`config.mk`:
```
export PLATFORM = sky130hd
export DESIGN_NAME = piso_shift_tx
export DESIGN_NICKNAME = d
export VERILOG_FILES = /design/src/rtl/piso_shift_tx.sv
export SDC_FILE = /design/constraint.sdc
export NUM_CORES = 1
export LEC_CHECK = 0
export CAP_MARGIN = 15
export CELL_PAD_IN_SITES_DETAIL_PLACEMENT = 0
export CELL_PAD_IN_SITES_GLOBAL_PLACEMENT = 1
export CORE_ASPECT_RATIO = 1.1
export CORE_MARGIN = 8
export CORE_UTILIZATION = 40
export CTS_BUF_LIST = sky130_fd_sc_hd__clkbuf_4 sky130_fd_sc_hd__clkbuf_8
export CTS_CLUSTER_SIZE = 20
export DETAILED_ROUTE_END_ITERATION = 10
export PLACE_DENSITY = 0.94
export RECOVER_POWER = 100
export SYNTH_ARGS = -nofsm -noshare
export SYNTH_HDL_FRONTEND = slang
export SYNTH_SLANG_ARGS = --single-unit
export TNS_END_PERCENT = 5
```
`constraint.sdc`:
```
create_clock -name clk -period 3.8 [get_ports clk]
set_input_delay 0.76 -clock clk [delete_from_list [all_inputs] [get_ports clk]]
set_output_delay 0.76 -clock clk [all_outputs]
set_load 0.005 [all_outputs]
```
`src/rtl/piso_shift_tx.sv`:
```
// Parallel-in serial-out transmitter with valid/ready load and gapless streaming.
// Optional even parity bit after the data bits: define PISO_TX_PARITY_EN.
module piso_shift_tx #(
  parameter int WIDTH     = 8,
  parameter bit MSB_FIRST = 1'b1
) (
  input  logic             clk,
  input  logic             rst_n,
  input  logic             load_valid,
  output logic             load_ready,
  input  logic [WIDTH-1:0] data_in,
  output logic             serial_out,
  output logic             shift_en,
  output logic             busy,
  output logic             done
);

`ifdef PISO_TX_PARITY_EN
  localparam int N = WIDTH + 1;
`else
  localparam int N = WIDTH;
`endif
  localparam int CW = $clog2(N);
  localparam logic [CW-1:0] LAST = CW'(N - 1);

  localparam logic [0:0] IDLE  = 1'b0;
  localparam logic [0:0] SHIFT = 1'b1;

  logic [0:0]       state;
  logic [CW-1:0]    cnt;
  logic [N-1:0]     shreg;
  logic [N-1:0]     frame;
  logic [WIDTH-1:0] ordered;
  logic             last;
  logic             accept;

  assign last       = (state == SHIFT) && (cnt == LAST);
  assign load_ready = (state == IDLE) || last;
  assign accept     = load_valid && load_ready;

  // frame[N-1] is always the first bit on the wire
  always_comb begin
    ordered = '0;
    for (int i = 0; i < WIDTH; i++) begin
      if (MSB_FIRST)
        ordered[i] = data_in[i];
      else
        ordered[i] = data_in[WIDTH-1-i];
    end
`ifdef PISO_TX_PARITY_EN
    frame = {ordered, ^data_in};
`else
    frame = ordered;
`endif
  end

  always_ff @(posedge clk) begin
    if (!rst_n) begin
      state      <= IDLE;
      cnt        <= '0;
      shreg      <= '0;
      serial_out <= 1'b0;
      shift_en   <= 1'b0;
      busy       <= 1'b0;
      done       <= 1'b0;
    end else if (accept) begin
      state      <= SHIFT;
      cnt        <= '0;
      serial_out <= frame[N-1];
      shreg      <= {frame[N-2:0], 1'b0};
      shift_en   <= 1'b1;
      busy       <= 1'b1;
      done       <= 1'b0;
    end else if (last) begin
      state      <= IDLE;
      cnt        <= '0;
      shreg      <= '0;
      serial_out <= 1'b0;
      shift_en   <= 1'b0;
      busy       <= 1'b0;
      done       <= 1'b0;
    end else if (state == SHIFT) begin
      cnt        <= cnt + 1'b1;
      serial_out <= shreg[N-1];
      shreg      <= {shreg[N-2:0], 1'b0};
      done       <= ((cnt + 1'b1) == LAST);
    end
  end

endmodule

```
---- Yosys cells after proc, flatten, opt, wreduce, memory -nomap -nowiden ----
Cells that the tools add are included.
word-level totals
  bits in registers ....................... 13
  output and inout port bits .............. 5
  input bits .............................. 11
operators by class
  mux-type cells .......................... 8
  $add $sub $neg .......................... 1
  bitwise logic cells ..................... 2
  reduce and logical (&&, ||, !) cells .... 6
  eq/ne operators ......................... 2
operators with widths
  kind                                                            count
  8-bit 2-to-1 mux                                                3
  3-bit equality test (second input constant)                     2
  1-bit 2-to-1 mux                                                5
  3-bit by 1-bit adder with 3-bit output (second input constant)  1
  3-bit nonzero test                                              1
  3-bit OR reduction                                              1
  1-bit logical AND                                               2
  1-bit NOT                                                       2
  2-bit nonzero test                                              1
  1-bit logical OR                                                1

---- Logic depth before layout (Yosys ltp) ----
Gate-level depths: netlist (run 1).
  word-level depth ........................ 5
  mapped depth ............................ 7
  mapped depth without buffers ............ 5

---- Worst setup path after synthesis (run 1) ----
OpenSTA, ideal clock, no wires.
  path type ............................... reg-to-output
  start ................................... register cnt[0]
  end ..................................... output load_ready
  path slack .............................. 1.928 ns
  stages on the path, launching flop included .. 7
  buffers on the path ..................... 2
  arrival ................................. 1.112 ns
  cells stage by stage .................... dfxtp_1 -> ha_1 -> ha_1 -> buf_2 -> nor2b_4 -> buf_6 -> inv_1
between the ends
  longest elaborated chain between the ends .. 3
ends and longest elaborated chain
  what                      RTL line  text
  start: declaration        30        logic [CW-1:0] cnt;
  start signal: assignment  83        cnt <= cnt + 1'b1;
  3-bit equality test       37        assign last = (state == SHIFT) && (cnt == LAST);
  1-bit logical AND         37
  1-bit logical OR          38        assign load_ready = (state == IDLE) || last;
  end: declaration          10        output logic load_ready,
Every way passes these cells.

---- Worst setup path in the final report (run 1) ----
Ends and elaborated chain as after synthesis.

==> results of run 1 <==
cells by family (layout without fill, tap and decap cells):
group	Yosys count	after routing	synth area share, %
adder cells (fa/ha/maj)	3	3	5.39
flip-flops	13	13	37.3
AND/OR/NAND/NOR	10	10	8.26
multiplexers	2	2	2.87
XOR/XNOR	1	1	1.26
buffers and inverters	16	28	11.8
AO/OA/AOI/OAI	33	33	33.0
worst max path at each step:
stage / startpoint / to / slack [ps]
global route: state$_SDFFE_PN0P_ / load_ready / 670
floorplan: cnt[0]$_SDFFE_PP0P_ / load_ready / 1930
global placement: state$_SDFFE_PN0P_ / load_ready / 1420
detailed placement: cnt[0]$_SDFFE_PP0P_ / load_ready / 1370
finish: cnt[0]$_SDFFE_PP0P_ / load_ready / 840
CTS: cnt[0]$_SDFFE_PP0P_ / load_ready / 1070
power by group through the flow:
stage | clock, mW | sequential (mW) | combinational, mW
after floorplan | 0 | 0.152 | 0.0353
after global placement | 0 | 0.156 | 0.0500
after detailed placement | 0 | 0.156 | 0.0505
after CTS | 0.0956 | 0.153 | 0.0509
final | 0.0894 | 0.153 | 0.0468
after global routing | 0.0997 | 0.154 | 0.0524
critical path: stages (launching register included):
cell             delay [ps]
dfxtp_1                 340
ha_1                    200
ha_1                    290
nor2b_1                 540
inv_1                    90
clkdlybuf4s50_1         470
synth_stat cells:
| master | number | share of area (%) |
|---|---|---|
| nand2b_1 | 1 | 0.90 |
| a32oi_1 | 7 | 8.8 |
| nor2b_4 | 1 | 2.0 |
| ha_1 | 3 | 5.4 |
| nand3_1 | 2 | 1.4 |
| a211oi_2 | 1 | 1.8 |
| or2_0 | 1 | 0.90 |
| xnor2_1 | 1 | 1.3 |
| nor2_1 | 4 | 2.2 |
| buf_2 | 3 | 2.2 |
| o21ai_0 | 8 | 5.7 |
| o21ai_4 | 1 | 2.3 |
| a21oi_1 | 8 | 5.7 |
| buf_6 | 1 | 1.6 |
| a21o_1 | 7 | 7.5 |
| inv_1 | 9 | 4.8 |
| o21a_1 | 1 | 1.1 |
| dfxtp_1 | 13 | 37 |
| mux2i_1 | 2 | 2.9 |
| buf_4 | 3 | 3.2 |
| and2_1 | 1 | 0.90 |
placed cells by master, fill, tap and decap left out, drive strengths merged:
| cell type | count |
|---|---|
| a21o | 7 |
| a32oi | 7 |
| nor2 | 4 |
| nand2b | 1 |
| o21ai | 9 |
| clkdlybuf4s50 | 10 |
| clkbuf | 4 |
| nor2b | 1 |
| o21a | 1 |
| inv | 9 |
| nand3 | 2 |
| dfxtp | 13 |
| a211oi | 1 |
| mux2i | 2 |
| xnor2 | 1 |
| dlygate4sd3 | 5 |
| ha | 3 |
| a21oi | 8 |
| and2 | 1 |
| or2 | 1 |
layout make-up:
type                    instances  area share, %
flip-flops and latches         13           31.3
well taps                      18           2.71
inverters                       9           4.06
multi-input cells              49           40.3
clock buffers                   4           3.61
repair buffers                 15           18.0
flip-flops by register name, summed over array words and instances, names as in the netlist:
signal / cells
cnt: 3
shreg: 7
done: 1
serial_out: 1
state: 1
layer usage:
| metal | GRT usage, % | up-vias |
|---|---|---|
| met3 | 2.76 | 2 |
| met2 | 12.7 | 10 |
| met5 | 0 | - |
| met1 | 9.62 | 248 |
| met4 | 5.28 | 0 |
| li1 | - | 297 |
per-stage QoR:
step	setup WS [ps]	cell area [µm²]	instances	hold WS [ps]	utilization (%)
finish	837	832	108	469	48.9
global route	672	832	108	520	48.9
CTS	1070	851	108	477	50.0
detailed placement	1370	821	104	466	48.2
global placement	1420	821	104	467	48.2
floorplan	1930	697	78	459	-
==> flow_summary.toml, run 1 <==
[clocking]
clk_pin_slew_ps = 80
h-tree-depth = 1
cts_setup_buffers = 0
clock_path_buffers = 2
cts.sinks = 13
cts_tree = "yes"
clk_latency_ps = 260
cts_hold_buf = 0
ctsResizeCount = 0
root_buffer = "clkbuf_4"
cts_buffers = 3

[finish]
fin_nets = 105
drive_gt1_share_pct = 5.56
syn2layout_area_growth_pct = 19.4
insertedDiodeCount = 0
regArea_um2 = 260
fillCellCount = 164
multi_input_area_um2 = 335

[floorplanning]
initial_core_util_pct = 41.0
row_count = 16
pin_count = 16
dieArea_um2 = 3340
die_w_um = 55.8
coreArea_um2 = 1700
fp.dieH_um = 59.8

[power]
p_comb_share_pct = 16.2
powerDensity_nw_per_um2 = 347
ir_drop_mv = 0.222
p_leak_nw = 0.366
total_power_mw = 0.289
pwr-share-clk_pct = 31.0
swShare_pct = 24.4
seq_power_share_pct = 52.9
power.internal_mw = 0.219
p_switching_mw = 0.0704

[flow_run]
max-cap-violations = 0

[place]
portBuffers = 15
place_congestion = 0.708
dpl.hpwl_mm = 1.01

[yosys]
avgSynthCellArea_um2 = 8.93
synth_cell_type_count = 21
synth_cells = 78
ys_seq_area_share_pct = 37.3
syn_nets = 92
yosysWarnings = 0
syn-cell-area_um2 = 697
synth_seq_cells = 13

[route]
met1_length_um = 698
drc_errors = 0
drt-vias-per-instance = 5.16
top_layer = "met4"
vias = 557
dr.pass1.iters = 4
met3_wirelength_um = 69
drtAntennaViolNets = 0
first_iter_violations = 8
wl_met2_um = 610
wl_mm = 1.39
wire_per_inst_um = 12.9

[setup_path]
timing.rr.end = "cnt[1]$_SDFFE_PP0P_"
required_ps = 3040
r2r_start = "cnt[0]$_SDFFE_PP0P_"
worstPathMaxFanout = 10
crit_arrival_ps = 2200
rrSetupSlack_ps = 1750
cp-start-kind = "flip-flop"
ff2ff_path_depth = 5
cp-end-kind = "output pin"
path_class = "reg2out"

[sta]
fmax_mhz = 338
setup_violations = 0
tns_ps = 0
finalCritPeriodShare_pct = 78.0
tightest_slew_ps = 620
slew_violations = 0
skew_ps = 0.550
finalHoldViolations = 0
min_period_ps = 2960
slew_headroom_pct = 58.6
rsz0062_at_grt = "false"

[hold_path]
hold_class = "reg2reg"
holdPathEnd = "done$_SDFFE_PP0P_"
hp-start = "done$_SDFFE_PP0P_"
hold_depth = 2

[global_route]
antenna_found_initial = 0
grt_pass1_wl_mm = 2.21
grtUsageTotal_pct = 8.24
grt_max_degree = 20
grt-ovfl-total = 0
grt_pass1_vias = 520

[run_status]
status = "completed"
No activity file was read; power rests on OpenSTA's default activity.
==> run 2: changes to the inputs <==
- CORE_UTILIZATION: 40 -> 37
- PLACE_DENSITY: 0.94 -> 0.89
- clock period: 3.8 -> 3 ns (I/O delays scaled with it)
==> flow_summary.toml, run 2 (synthesis gave the netlist of run 1 again) <==
[run_status]
status = "completed"

[floorplanning]
pin_count = 16
die_w_um = 57.4
dieArea_um2 = 3530
initial_core_util_pct = 39.1
coreArea_um2 = 1780
fp.dieH_um = 61.5
row_count = 16

[clocking]
clk_pin_slew_ps = 70
root_buffer = "clkbuf_4"
clock_path_buffers = 2
cts.sinks = 13
clk_latency_ps = 280
ctsResizeCount = 0
h-tree-depth = 1
cts_tree = "yes"
cts_setup_buffers = 0
cts_buffers = 3
cts_hold_buf = 0

[setup_path]
timing.rr.end = "cnt[1]$_SDFFE_PP0P_"
worstPathMaxFanout = 10
required_ps = 2400
slowest_delay_ps = 580
critPathTopFamily = "buffers and inverters"
cp_slowest_cell = "dlygate4sd3_1"
cp_num_buf_inv = 2
crit_chain = "ha_1, ha_1, nor2b_4, inv_1, dlygate4sd3_1"
r2r_start = "cnt[0]$_SDFFE_PP0P_"
ff2ff_path_depth = 5
endpoint = "load_ready"
path_class = "reg2out"
crit_path_frequent_cell = "ha_1"
cp-end-kind = "output pin"
cp-start-kind = "flip-flop"
crit_arrival_ps = 2040
critical_path_depth = 5
rrSetupSlack_ps = 1280
startpoint = "cnt[0]$_SDFFE_PP0P_"

[power]
total_power_mw = 0.372
powerDensity_nw_per_um2 = 439
p_leak_nw = 0.371
ir_drop_mv = 0.182

[finish]
finalNonFillerCells = 110
drive_gt1_share_pct = 6.52
syn2layout_area_growth_pct = 21.5
fillCellCount = 176
layout_commonest_cell = "dfxtp_1"
insertedDiodeCount = 0
design_area_um2 = 847
most-common-layout-cells = "13 x dfxtp_1, 10 x clkdlybuf4s50_1, 9 x inv_1, 9 x o21ai_0, 8 x a21oi_1"
largest_register_ffs = 7
regMostFlops = "shreg"
largestRegisters = "shreg x7, cnt x3"
regArea_um2 = 260
fin_nets = 107
multi_input_area_um2 = 343

[route]
wire_per_inst_um = 12.4
drc_errors = 0
wl_mm = 1.37
drtAntennaViolNets = 0
drt-vias-per-instance = 5.21
vias = 573
dr.pass1.iters = 4
first_iter_violations = 15

[sta]
finalCritPeriodShare_pct = 88.0
finalHoldViolations = 0
min_period_ps = 2640
tightest_slew_ps = 775
tns_ps = 0
setup_violations = 0
fmax_mhz = 379
slew_headroom_pct = 48.3
skew_ps = 5.53
rsz0062_at_grt = "false"
slew_violations = 0

[hold_path]
hold_class = "reg2reg"
hp-start = "done$_SDFFE_PP0P_"

[global_route]
grt_pass1_wl_mm = 2.26
antenna_found_initial = 0
grt_pass1_vias = 556
grt_max_degree = 20
grt-ovfl-total = 0
grtUsageTotal_pct = 8.44

[place]
dp.cells = 106
dpl.hpwl_um = 993
place_area_um2 = 836
portBuffers = 15
place_congestion = 0.772

[flow_run]
max-cap-violations = 0
run 2: cell types whose count changed in the layout (fill, tap and decap cells not counted), sizes merged:
cell and delta:
clkbuf +2
run 2: area by class of cell:
type                            count  share of cell area (%)
Timing Repair Buffer               17                    18.6
Sequential cell                    13                    30.7
Multi-Input combinational cell     49                    40.5
Clock buffer                        4                    3.55
Inverter                            9                    3.99
Tap cell                           18                    2.66
run 2: worst min-delay path by stage:
stage	to	slack (ps)	cells past startpoint
after global routing	done$_SDFFE_PP0P_	500	2
after CTS	done$_SDFFE_PP0P_	470	2
after global placement	done$_SDFFE_PP0P_	460	2
after detailed placement	done$_SDFFE_PP0P_	460	2
final	done$_SDFFE_PP0P_	470	2
after floorplan	done$_SDFFE_PP0P_	460	2
run 2: metal layers:
layer  wire length (µm)  vias to the layer above  track usage, %
met5                  0                        -               0
met1                639                      255            8.31
li1                   -                      301               -
met3                 94                        2            4.18
met4                 24                        0            6.79
met2                608                       15            13.5
run 2: where the power goes:
part	internal (mW)	switching [mW]	leakage, nW
Combinational	0.0348	0.0303	0.246
Sequential	0.183	0.00579	0.107
Clock	0.0606	0.0568	0.0184
run 2: metrics by stage:
stage,hold WS [ps],util [%],setup slack (ps)
floorplan,459,-,1290
detailed placement,460,46.9,738
CTS,474,48.6,424
finish,466,47.5,361
global placement,459,46.9,780
global route,497,47.5,262
run 2: tightest hold or removal path: cells and delay by family (launching register included):
kind / cells / cell delay [ps]
AND/OR/NAND/NOR: 1 / 60
flip-flops: 1 / 310
AO/OA/AOI/OAI: 1 / 50
